===== src/rtl/encoding_decoder.sv =====
// Receive-side decoder for the 3-bit Gray / one-hot code: one-register valid/ready stage
// with code-legality checking, Gray adjacency monitoring and error statistics.
module encoding_decoder #(
    parameter int USE_GRAY = 1,
    parameter int CNT_W    = 8
) (
    input  logic             clk,
    input  logic             rst,
    input  logic             in_valid,
    output logic             in_ready,
    input  logic [6:0]       code_in,
    output logic             out_valid,
    input  logic             out_ready,
    output logic [2:0]       data_out,
    output logic             out_err,
    output logic             adj_err,
    output logic             err_sticky,
    output logic [CNT_W-1:0] err_count,
    input  logic             clr_err
);

    localparam logic [CNT_W-1:0] CNT_MAX = '1;

    logic             out_valid_q, out_valid_d;
    logic [2:0]       data_q, data_d;
    logic             out_err_q, out_err_d;
    logic             adj_err_q, adj_err_d;
    logic [2:0]       prev_q, prev_d;
    logic             hist_vld_q, hist_vld_d;
    logic             sticky_q, sticky_d;
    logic [CNT_W-1:0] cnt_q, cnt_d;

    logic       accept;
    logic       err_event;
    logic [2:0] dec_val;
    logic       dec_err;
    logic       adj_hit;

    function automatic logic [2:0] gray_to_bin(input logic [2:0] g);
        logic [2:0] b;
        b[2] = g[2];
        b[1] = b[2] ^ g[1];
        b[0] = b[1] ^ g[0];
        return b;
    endfunction

    // Returns {err, value}; all-zero is value 0, bit k alone is value k+1.
    function automatic logic [3:0] onehot_to_bin(input logic [6:0] c);
        logic [2:0] ones;
        logic [2:0] idx;
        ones = 3'd0;
        idx  = 3'd0;
        for (int k = 0; k < 7; k++) begin
            if (c[k]) begin
                ones = ones + 3'd1;
                idx  = 3'(k + 1);
            end
        end
        if (ones > 3'd1) begin
            return {1'b1, 3'd0};
        end
        return {1'b0, idx};
    endfunction

    function automatic logic [1:0] popcount3(input logic [2:0] v);
        return {1'b0, v[0]} + {1'b0, v[1]} + {1'b0, v[2]};
    endfunction

    assign in_ready   = !out_valid_q || out_ready;
    assign accept     = in_valid && in_ready;
    assign out_valid  = out_valid_q;
    assign data_out   = data_q;
    assign out_err    = out_err_q;
    assign adj_err    = adj_err_q;
    assign err_sticky = sticky_q;
    assign err_count  = cnt_q;

    always_comb begin
        dec_val = 3'd0;
        dec_err = 1'b0;
        adj_hit = 1'b0;
        if (USE_GRAY != 0) begin
            dec_val = gray_to_bin(code_in[2:0]);
            dec_err = |code_in[6:3];
            // A repeated code has popcount 0 and is flagged as well.
            adj_hit = !dec_err && hist_vld_q &&
                      (popcount3(code_in[2:0] ^ prev_q) != 2'd1);
        end else begin
            {dec_err, dec_val} = onehot_to_bin(code_in);
        end
    end

    assign err_event = accept && (dec_err || adj_hit);

    always_comb begin
        out_valid_d = out_valid_q;
        data_d      = data_q;
        out_err_d   = out_err_q;
        adj_err_d   = adj_err_q;
        prev_d      = prev_q;
        hist_vld_d  = hist_vld_q;
        sticky_d    = sticky_q;
        cnt_d       = cnt_q;

        if (accept) begin
            out_valid_d = 1'b1;
            data_d      = dec_val;
            out_err_d   = dec_err;
            adj_err_d   = adj_hit;
            if ((USE_GRAY != 0) && !dec_err) begin
                prev_d     = code_in[2:0];
                hist_vld_d = 1'b1;
            end
        end else if (out_valid_q && out_ready) begin
            out_valid_d = 1'b0;
        end

        // Clear first, then count, so an event coinciding with clr_err leaves a count of 1.
        if (clr_err) begin
            sticky_d = 1'b0;
            cnt_d    = '0;
        end
        if (err_event) begin
            sticky_d = 1'b1;
            if (cnt_d != CNT_MAX) begin
                cnt_d = cnt_d + 1'b1;
            end
        end
    end

    always_ff @(posedge clk) begin
        if (rst) begin
            out_valid_q <= 1'b0;
            data_q      <= 3'd0;
            out_err_q   <= 1'b0;
            adj_err_q   <= 1'b0;
            prev_q      <= 3'd0;
            hist_vld_q  <= 1'b0;
            sticky_q    <= 1'b0;
            cnt_q       <= '0;
        end else begin
            out_valid_q <= out_valid_d;
            data_q      <= data_d;
            out_err_q   <= out_err_d;
            adj_err_q   <= adj_err_d;
            prev_q      <= prev_d;
            hist_vld_q  <= hist_vld_d;
            sticky_q    <= sticky_d;
            cnt_q       <= cnt_d;
        end
    end

endmodule


===== config.mk =====
export PLATFORM = sky130hd
export DESIGN_NAME = encoding_decoder
export DESIGN_NICKNAME = d
export VERILOG_FILES = /design/src/rtl/encoding_decoder.sv
export SDC_FILE = /design/constraint.sdc
export NUM_CORES = 1
export LEC_CHECK = 0
export ABC_CLOCK_PERIOD_IN_PS = 2900
export CAP_MARGIN = 20
export CORE_MARGIN = 3
export CORE_UTILIZATION = 55
export CTS_CLUSTER_DIAMETER = 30
export CTS_CLUSTER_SIZE = 24
export DETAILED_ROUTE_END_ITERATION = 12
export DONT_BUFFER_PORTS = 1
export GPL_TIMING_DRIVEN = 0
export PLACE_DENSITY = 0.7
export SKIP_CTS_REPAIR_TIMING = 1
export SLEW_MARGIN = 20
export SYNTH_ARGS = -nofsm -noshare
export SYNTH_HDL_FRONTEND = slang
export SYNTH_SLANG_ARGS = --single-unit

===== constraint.sdc =====
create_clock -name clk -period 2.9 [get_ports clk]
set_clock_uncertainty 0.1 [all_clocks]
set_input_delay 0.58 -clock clk [delete_from_list [all_inputs] [get_ports clk]]
set_output_delay 0.58 -clock clk [all_outputs]
set_load 0.01 [all_outputs]

==> impl_metrics.yaml, run 1 <==
timing:
  min_period_ns: 2.350
  setup_viol: 0
  slew_viol_final: 0
  max_freq_mhz: 425.5
  finalHoldViolations: 0
  worstMarginPinSlew_ns: 0.4290
  setup-tns-final_ns: 0
  rsz0062_at_grt: "false"
  final.period_utilization_pct: 81.04
  relSlewSlack_pct: 71.30
layout:
  multiInputGateArea_um2: 558.0
  drive_gt1_share_pct: 11.40
  fin_nets: 129
  final_area_mm2: 0.001042
  fillers: 134
  register_area_um2: 380.4
  area_growth_pct: 5.845
  antenna_cells: 0
routing:
  avgViaCountPerCell: 6.007
  drc_errors: 0
  drt_iter0_drc: 19
  wl_per_cell_um: 14.85
  num_vias: 829
  wl_um: 2049
  drt_first_pass_iters: 4
  ant_nets: 0
logic_synthesis:
  synth_cell_type_count: 36
  synthTopCellsByArea: "dfxtp_1, mux2i_1, a21oi_1"
  yosys.area.top_type: "dfxtp_1"
  synthesis.area_um2: 984.7
  ys_warn_count: 0
  synth_ff_type: "dfxtp_1"
  synth_top_cell_area_share_pct: 38.63
  synth_area_per_cell_um2: 8.952
  async_reset_ff_share_pct: 0
  synth-seq-cells: 19
  seq_area_frac_synth_pct: 38.63
  synth_commonest_cells: "dfxtp_1, a21oi_1, nor2_1"
  syn_inst: 110
  syn-num-nets: 124
  synth_most_common_cell: "dfxtp_1"
  synth_edf_count: 0
grt:
  antenna_found_initial: 0
  grt_overflow: 0
  grt_pass1_wl_um: 3498
  grtUsageTotal_pct: 18.43
  grt_max_degree: 12
  first_global_vias: 754
floorplan:
  start_util_pct: 61.77
  io-pin-count: 28
  fp.dieH_um: 48.31
  die_w_um: 48.31
  coreArea_mm2: 0.001594
  num_rows: 14
  die_area_mm2: 0.002334
critical_path:
  critical_path.max_fanout: 10
  worstPathRequired_ns: 3.00
  arrival_ns: 2.45
  endpoint_kind: "register"
  reg2reg_depth: 7
  critPathLaunchType: "register"
  crit_type: "register to register"
  r2r_setup_slack_ns: 0.55
placement:
  dpl_cell_area_mm2: 0.001015
  gp_congestion: 0.9117
  hpwlAfterDp_um: 1502
  portBuffers: 0
power:
  fin_total_pwr_mw: 0.4672
  ir_drop_v: 0.0002990
  powerDensity_mw_per_mm2: 448.3
  leakage_nw: 0.4109
worst_hold_path:
  min_path_cells: 2
  hold_class: "input port to register"
clock_network:
  clockRootBuffer: "clkbuf_4"
  tritoncts: "built"
  clk_path_buf_depth: 2
  ctsHtreeMaxLevel: 1
  cts_buffers: 3
  clk_pin_slew_worst_paths_ns: 0.12
  clock_latency_ns: 0.29
  cts_sinks: 19
outcome:
  status: "finished clean"
run:
  drv.max_cap_violation_count: 0
registers in the layout (all words and copies together) (netlist names):
register,count
out_err,1
prev_q,3
err_count,8
hist_vld_q,1
data_out,3
adj_err,1
out_valid,1
err_sticky,1
worst max-delay path, stage by stage (launching register included):
cell,delay [ns]
dfxtp_1,0.36
xor2_1,0.21
fa_1,0.43
nor2b_4,0.15
o21a_1,0.17
buf_6,0.13
nor4_1,0.32
mux2_2,0.38
layout by cell type (no fill, tap or decap), types with 3 or more instances in the layout:
master    netlist  final
xor2_1          3      3
nor2_1          9      9
nor4_1          4      4
o31ai_1         3      3
dfxtp_1        19     19
clkbuf_1        3      3
a21oi_1         9      9
nand2_1         8      8
mux2i_1         5      5
and2_1          3      3
clkbuf_4        0      3
nand3_1         4      4
o21ai_0         4      4
inv_1           5      5
final timing paths:
| kind | from | end |
|---|---|---|
| setup / recovery | prev_q[0] | err_count[5] |
| hold / removal | in_valid | out_valid |
| setup reg to reg | prev_q[0] | err_count[5] |
| hold reg to reg | data_out[0] | data_out[0] |
cells by family after synthesis:
| logic type | count (synthesis) | synth area share (%) |
|---|---|---|
| simple gates | 44 | 26.94 |
| buf+inv | 10 | 4.701 |
| flops | 19 | 38.63 |
| xor+xnor | 4 | 3.558 |
| fa+ha+maj | 2 | 3.304 |
| compound gates | 24 | 15.50 |
| mux | 7 | 7.370 |
layer usage:
metal	wire (um)	track usage [%]	vias up	part of all wire [%]
met5	0	0	-	0
met3	186	7.362	2	9.1
li1	-	-	406	-
met2	913	25.69	44	45
met1	936	26.05	377	46
met4	13	5.213	0	0.63
final cells by class:
cell class / count / share of cell area [%]
Buffer: 5 / 2.641
Clock buffer: 3 / 2.161
Clock inverter: 1 / 0.4802
Inverter: 5 / 1.801
Multi-Input combinational cell: 81 / 53.54
Sequential cell: 19 / 36.49
Tap cell: 24 / 2.881
metrics by stage:
stage	hold WS [ns]	setup WS (ns)	util, %	instances
finish	0.2963	0.5498	65.38	138
global route	0.3007	0.4063	65.38	138
CTS	0.2915	0.5416	65.38	138
detailed placement	0.3949	0.3177	63.66	134
global placement	0.3854	0.3889	63.66	134
floorplan	0.3695	0.4493	-	110
where the power goes:
part / internal, mW / total (mW) / switching (mW)
logic: 0.0209 / 0.0504 / 0.0296
registers: 0.269 / 0.278 / 0.00855
clock network: 0.0513 / 0.139 / 0.0877
total: 0.341 / 0.467 / 0.126
Power figures use the tool's default switching activity.
==> inputs of run 2 (changes only) <==
ABC_AREA = 1   (was default)
ABC_CLOCK_PERIOD_IN_PS = 2300   (was 2900)
clock period = 2.3 ns   (was 2.9 ns; I/O delays follow)
==> run 2 against run 1 <==
Against the previous run: power grew 24%; die area grew 2.9%; sequential share of layout area shrank 1.1 points; clock power up 19%; utilization up 0.51 points; fmax rose by 13%; sequential power grew 28%; non-clock buffer count shrank 4; worst setup slack worse by 0.32 ns; synthesized cell count grew 31%; count of clock-buffer cells in the layout increased by 1.
==> impl_metrics.yaml, run 2 <==
outcome:
  status: "finished clean"
power:
  power_switching_mw: 0.1524
  clkPwrFrac_pct: 28.5
  power_frac_comb_pct: 10.3
  leakage_nw: 0.4553
  ir_drop_v: 0.0004778
  internal_power_mw: 0.4289
  p_sw_share_pct: 26.21
  seqPwrFrac_pct: 61.1
  powerDensity_mw_per_mm2: 541.5
clock_network:
  cts_buffers: 3
  ctsHtreeMaxLevel: 1
  clock_latency_ns: 0.30
  clk_path_buf_depth: 2
  cts_sinks: 19
  clockRootBuffer: "clkbuf_4"
  tritoncts: "built"
  clk_pin_slew_worst_paths_ns: 0.09
critical_path:
  arrival_ns: 2.16
  critical_path.max_fanout: 9
  critPathLaunchType: "register"
  slowest_delay_ns: 0.46
  critPathTopFamily: "simple AND/OR/NAND/NOR gates"
  critPathSlowestCell: "fa_1"
  path_common_cell: "nor2_1"
  endpoint_kind: "register"
  crit_path_cell_trace: "xor2_1 -> fa_1 -> a21oi_2 -> nor2_1 -> nor2_4 -> nand2_1 -> o21ai_0 -> nor2_1"
  reg2reg_depth: 8
  crit_buf_inv: 0
  crit_type: "register to register"
  worstPathRequired_ns: 2.38
  cp.depth: 8
layout:
  final_common_cell: "nand2_1"
  largest_register_ffs: 8
  area_growth_pct: 5.535
  fin_nets: 163
  fillers: 152
  antenna_cells: 0
  post-route-util_pct: 65.90
  final_cell_mix: "nand2_1, nor2_1, dfxtp_1"
  drive_gt1_share_pct: 14.86
logic_synthesis:
  syn-num-nets: 158
  ys_warn_count: 0
  syn_inst: 144
  seq_area_frac_synth_pct: 37.39
  synth_most_common_cell: "nand2_1"
  yosys.area.top_type: "dfxtp_1"
  async_reset_ff_share_pct: 0
  synth_edf_count: 0
  synthesis.area_mm2: 0.001017
  synthTopCellsByArea: "dfxtp_1, nand2_1, nor2_1"
  synth_top_cell_area_share_pct: 37.39
  synth_commonest_cells: "nand2_1, nor2_1, dfxtp_1"
  synth_cell_type_count: 24
  synth_ff_type: "dfxtp_1"
  synth-seq-cells: 19
  synth_area_per_cell_um2: 7.064
floorplan:
  die_w_um: 49.01
  die_area_mm2: 0.002401
  io-pin-count: 28
  num_rows: 14
  start_util_pct: 62.44
  coreArea_mm2: 0.001629
  fp.dieH_um: 49.01
placement:
  gp_congestion: 0.8152
  portBuffers: 0
  hpwlAfterDp_um: 1535
routing:
  drc_errors: 0
  num_vias: 870
  ant_nets: 0
  dr_wl_met3_um: 180
  wl_met1_um: 916
  wl_um: 1996
  drt_iter0_drc: 11
  drt_first_pass_iters: 4
  avgViaCountPerCell: 5.058
  wl_per_cell_um: 11.60
  top_layer: "met4"
  met2_length_um: 888
run:
  drv.max_cap_violation_count: 0
timing:
  rsz0062_at_grt: "false"
  finalHoldViolations: 0
  setup-tns-final_ns: 0
  relSlewSlack_pct: 73.26
  max_freq_mhz: 481.9
  slew_viol_final: 0
  min_period_ns: 2.075
  setup_viol: 0
  final.period_utilization_pct: 90.23
  worstMarginPinSlew_ns: 0.4011
grt:
  grtUsageTotal_pct: 18.42
  antenna_found_initial: 0
  grt_overflow: 0
  grt_max_degree: 11
  grt_pass1_wl_um: 3588
  first_global_vias: 834
worst_hold_path:
  min_path_cells: 2
  hold_class: "input port to register"
==> run 2: cells by family (layout without fill, tap and decap cells) <==
kind of cell,after synthesis,in the layout,synth area share (%)
AO/OA/AOI/OAI,22,22,11.44
XOR/XNOR,5,5,4.305
adder cells (fa/ha/maj),2,2,3.198
buffers and inverters,22,26,8.364
flip-flops,19,19,37.39
AND/OR/NAND/NOR,74,74,35.30
==> run 2: worst paths after layout <==
check / startpoint / endpoint / slack, ns
max: prev_q[2] / err_count[1] / 0.22
min: code_in[0] / prev_q[0] / 0.22
max reg2reg: prev_q[2] / err_count[1] / 0.22
min reg2reg: hist_vld_q / hist_vld_q / 0.40
==> run 2: power groups by stage <==
stage	Clock (mW)	Sequential (mW)	Combinational, mW
final	0.166	0.355	0.0600
after global routing	0.182	0.357	0.0704
after floorplan	0	0.361	0.0488
after detailed placement	0	0.363	0.0594
after CTS	0.169	0.356	0.0597
after global placement	0	0.362	0.0576
==> run 2: final cells by class <==
| class | instances | area [um^2] | share of cell area (%) |
|---|---|---|---|
| well taps | 24 | 30.03 | 2.797 |
| plain buffers | 1 | 3.754 | 0.3497 |
| inverters | 21 | 81.33 | 7.576 |
| clock buffers | 4 | 26.28 | 2.448 |
| flip-flops and latches | 19 | 380.4 | 35.43 |
| multi-input cells | 103 | 551.8 | 51.40 |
==> run 2: layer usage <==
layer	track usage (%)	up-vias
met1	23.92	379
met4	1.422	0
met3	7.951	2
met2	29.41	32
li1	-	457
met5	0	-
==> run 2: stage by stage <==
step                hold WS (ns)  instances  cell area (um^2)  setup WS [ns]  total power [mW]
global route              0.1965        172              1074        0.05045            0.6096
finish                    0.2150        172              1074         0.2248            0.5813
CTS                       0.2083        172              1074         0.2514            0.5840
floorplan                 0.3550        144              1017         0.3143            0.4097
detailed placement        0.3815        168              1047         0.1475            0.4227
global placement          0.3650        168              1047         0.1766            0.4201
==> inputs of run 3 (changes only) <==
--- a/config.mk
+++ b/config.mk
@@ -12,2 +12,3 @@
 export CORE_UTILIZATION = 55
+export CTS_BUF_LIST = sky130_fd_sc_hd__clkbuf_2
 export CTS_CLUSTER_DIAMETER = 30
==> constraint.sdc (replaced) <==
create_clock -name clk -period 2.3 [get_ports clk]
set_clock_uncertainty 0.1 [all_clocks]
set_input_delay 0.345 -clock clk [delete_from_list [all_inputs] [get_ports clk]]
set_output_delay 0.345 -clock clk [all_outputs]
set_load 0.01 [all_outputs]
==> run 3 against run 2 <==
Against the previous run: count of clock-buffer cells in the layout is the same; non-clock buffer count is the same; combinational power is essentially flat; critical path depth is the same; critical endpoint unchanged; largest cell class unchanged.
==> impl_metrics.yaml, run 3 (same netlist as run 2, synthesis figures left out) <==
timing:
  max_freq_mhz: 481.1
  setup-tns-final_ns: 0
  slew_viol_final: 0
  rsz0062_at_grt: "false"
  setup_viol: 0
  worstMarginPinSlew_ns: 0.4026
  min_period_ns: 2.079
  finalHoldViolations: 0
  final.period_utilization_pct: 90.37
  relSlewSlack_pct: 73.16
worst_hold_path:
  min_path_cells: 2
  hold_class: "input port to register"
  hold_end: "prev_q[0]"
  worstHoldStart: "code_in[0]"
critical_path:
  critPathLaunchType: "register"
  r2r_setup_slack_ns: 0.22
  slowest_delay_ns: 0.46
  worstPathRequired_ns: 2.40
  r2r_end: "err_count[1]"
  endpoint_kind: "register"
  crit_path_cell_trace: "xor2_1 -> fa_1 -> a21oi_2 -> nor2_1 -> nor2_4 -> nand2_1 -> o21ai_0 -> nor2_1"
  cp-startpoint: "prev_q[2]"
  path_common_cell: "nor2_1"
  arrival_ns: 2.18
  critPathSlowestCell: "fa_1"
  worstReg2RegStart: "prev_q[2]"
  critical_path.max_fanout: 9
  reg2reg_depth: 8
  crit_type: "register to register"
layout:
  fin_nets: 163
  antenna_cells: 0
  final_common_cell: "nand2_1"
  largest_register_ffs: 8
  stdcell_count: 172
  final_cell_mix: "nand2_1, nor2_1, dfxtp_1"
  fillers: 153
  area_growth_pct: 4.920
  drive_gt1_share_pct: 15.54
floorplan:
  die_w_um: 49.01
  fp.dieH_um: 49.01
  start_util_pct: 62.44
  io-pin-count: 28
  num_rows: 14
  coreArea_mm2: 0.001629
  die_area_mm2: 0.002401
clock_network:
  ctsHtreeMaxLevel: 1
  clk_path_buf_depth: 2
  tritoncts: "built"
  clk_pin_slew_worst_paths_ns: 0.15
  clock_latency_ns: 0.30
  cts_buffers: 3
  clockRootBuffer: "clkbuf_2"
  cts_sinks: 19
power:
  leakage_nw: 0.4569
  ir_drop_v: 0.0003691
  powerDensity_mw_per_mm2: 522.4
routing:
  drt_first_pass_iters: 4
  wl_per_cell_um: 11.59
  drt_iter0_drc: 10
  wl_um: 1993
  num_vias: 867
  drc_errors: 0
  avgViaCountPerCell: 5.041
  ant_nets: 0
placement:
  portBuffers: 0
  gp_congestion: 0.8152
  hpwlAfterDp_um: 1535
  dp.cells: 168
grt:
  antenna_found_initial: 0
  first_global_vias: 840
  grtUsageTotal_pct: 18.61
  grt_pass1_wl_um: 3594
  grt_max_degree: 11
  grt_overflow: 0
outcome:
  status: "finished clean"
run:
  drv.max_cap_violation_count: 0
## run 3: changes by cell type in the layout (fill, tap and decap cells not counted)
cell	change
clkbuf_1	-1
clkbuf_2	+4
clkbuf_4	-3
## run 3: per-stage QoR
step | setup slack, ns | power (mW) | hold slack (ns) | util, % | area, um^2
after CTS | 0.2414 | 0.5654 | 0.07540 | 65.51 | 1067
final | 0.2214 | 0.5575 | 0.08897 | 65.51 | 1067
after global routing | 0.04473 | 0.5882 | 0.04989 | 65.51 | 1067
after floorplan | 0.4293 | 0.4097 | 0.3550 | - | 1017
after global placement | 0.2916 | 0.4201 | 0.3650 | 64.29 | 1047
after detailed placement | 0.2625 | 0.4227 | 0.3815 | 64.29 | 1047
## run 3: layer usage
metal | GRT usage (%) | up-vias | share of wire [%]
met4 | 2.844 | 0 | 0.45
met3 | 7.951 | 2 | 8.8
met2 | 30.09 | 31 | 45
li1 | - | 459 | -
met1 | 23.35 | 375 | 46
met5 | 0 | - | 0
## run 3: worst max-delay path: cells and delay by family (launching register included)
family | cells | cell delay [ns]
and+or+nand+nor | 4 | 0.49
adders and majority gates | 1 | 0.46
DFF | 1 | 0.38
AOI/OAI and AO/OA | 2 | 0.37
xor gates and xnor gates | 1 | 0.19
## run 3: how the worst max path moves through the flow
stage	cells past startpoint	to
finish	8	err_count[1]
detailed placement	8	err_count[1]
floorplan	8	err_count[0]
global placement	8	err_count[0]
global route	8	err_count[1]
CTS	9	err_count[1]
## run 3: power breakdown
part	switching, mW	internal, mW
combinational	0.0401	0.0200
clock	0.0955	0.0461
sequential	0.0138	0.342
## run 3: area by class of cell
class,count,area [um^2],area share (%)
plain buffers,1,3.754,0.3517
well taps,24,30.03,2.814
flip-flops and latches,19,380.4,35.64
inverters,21,81.33,7.620
multi-input cells,103,551.8,51.70
clock buffers,4,20.02,1.876
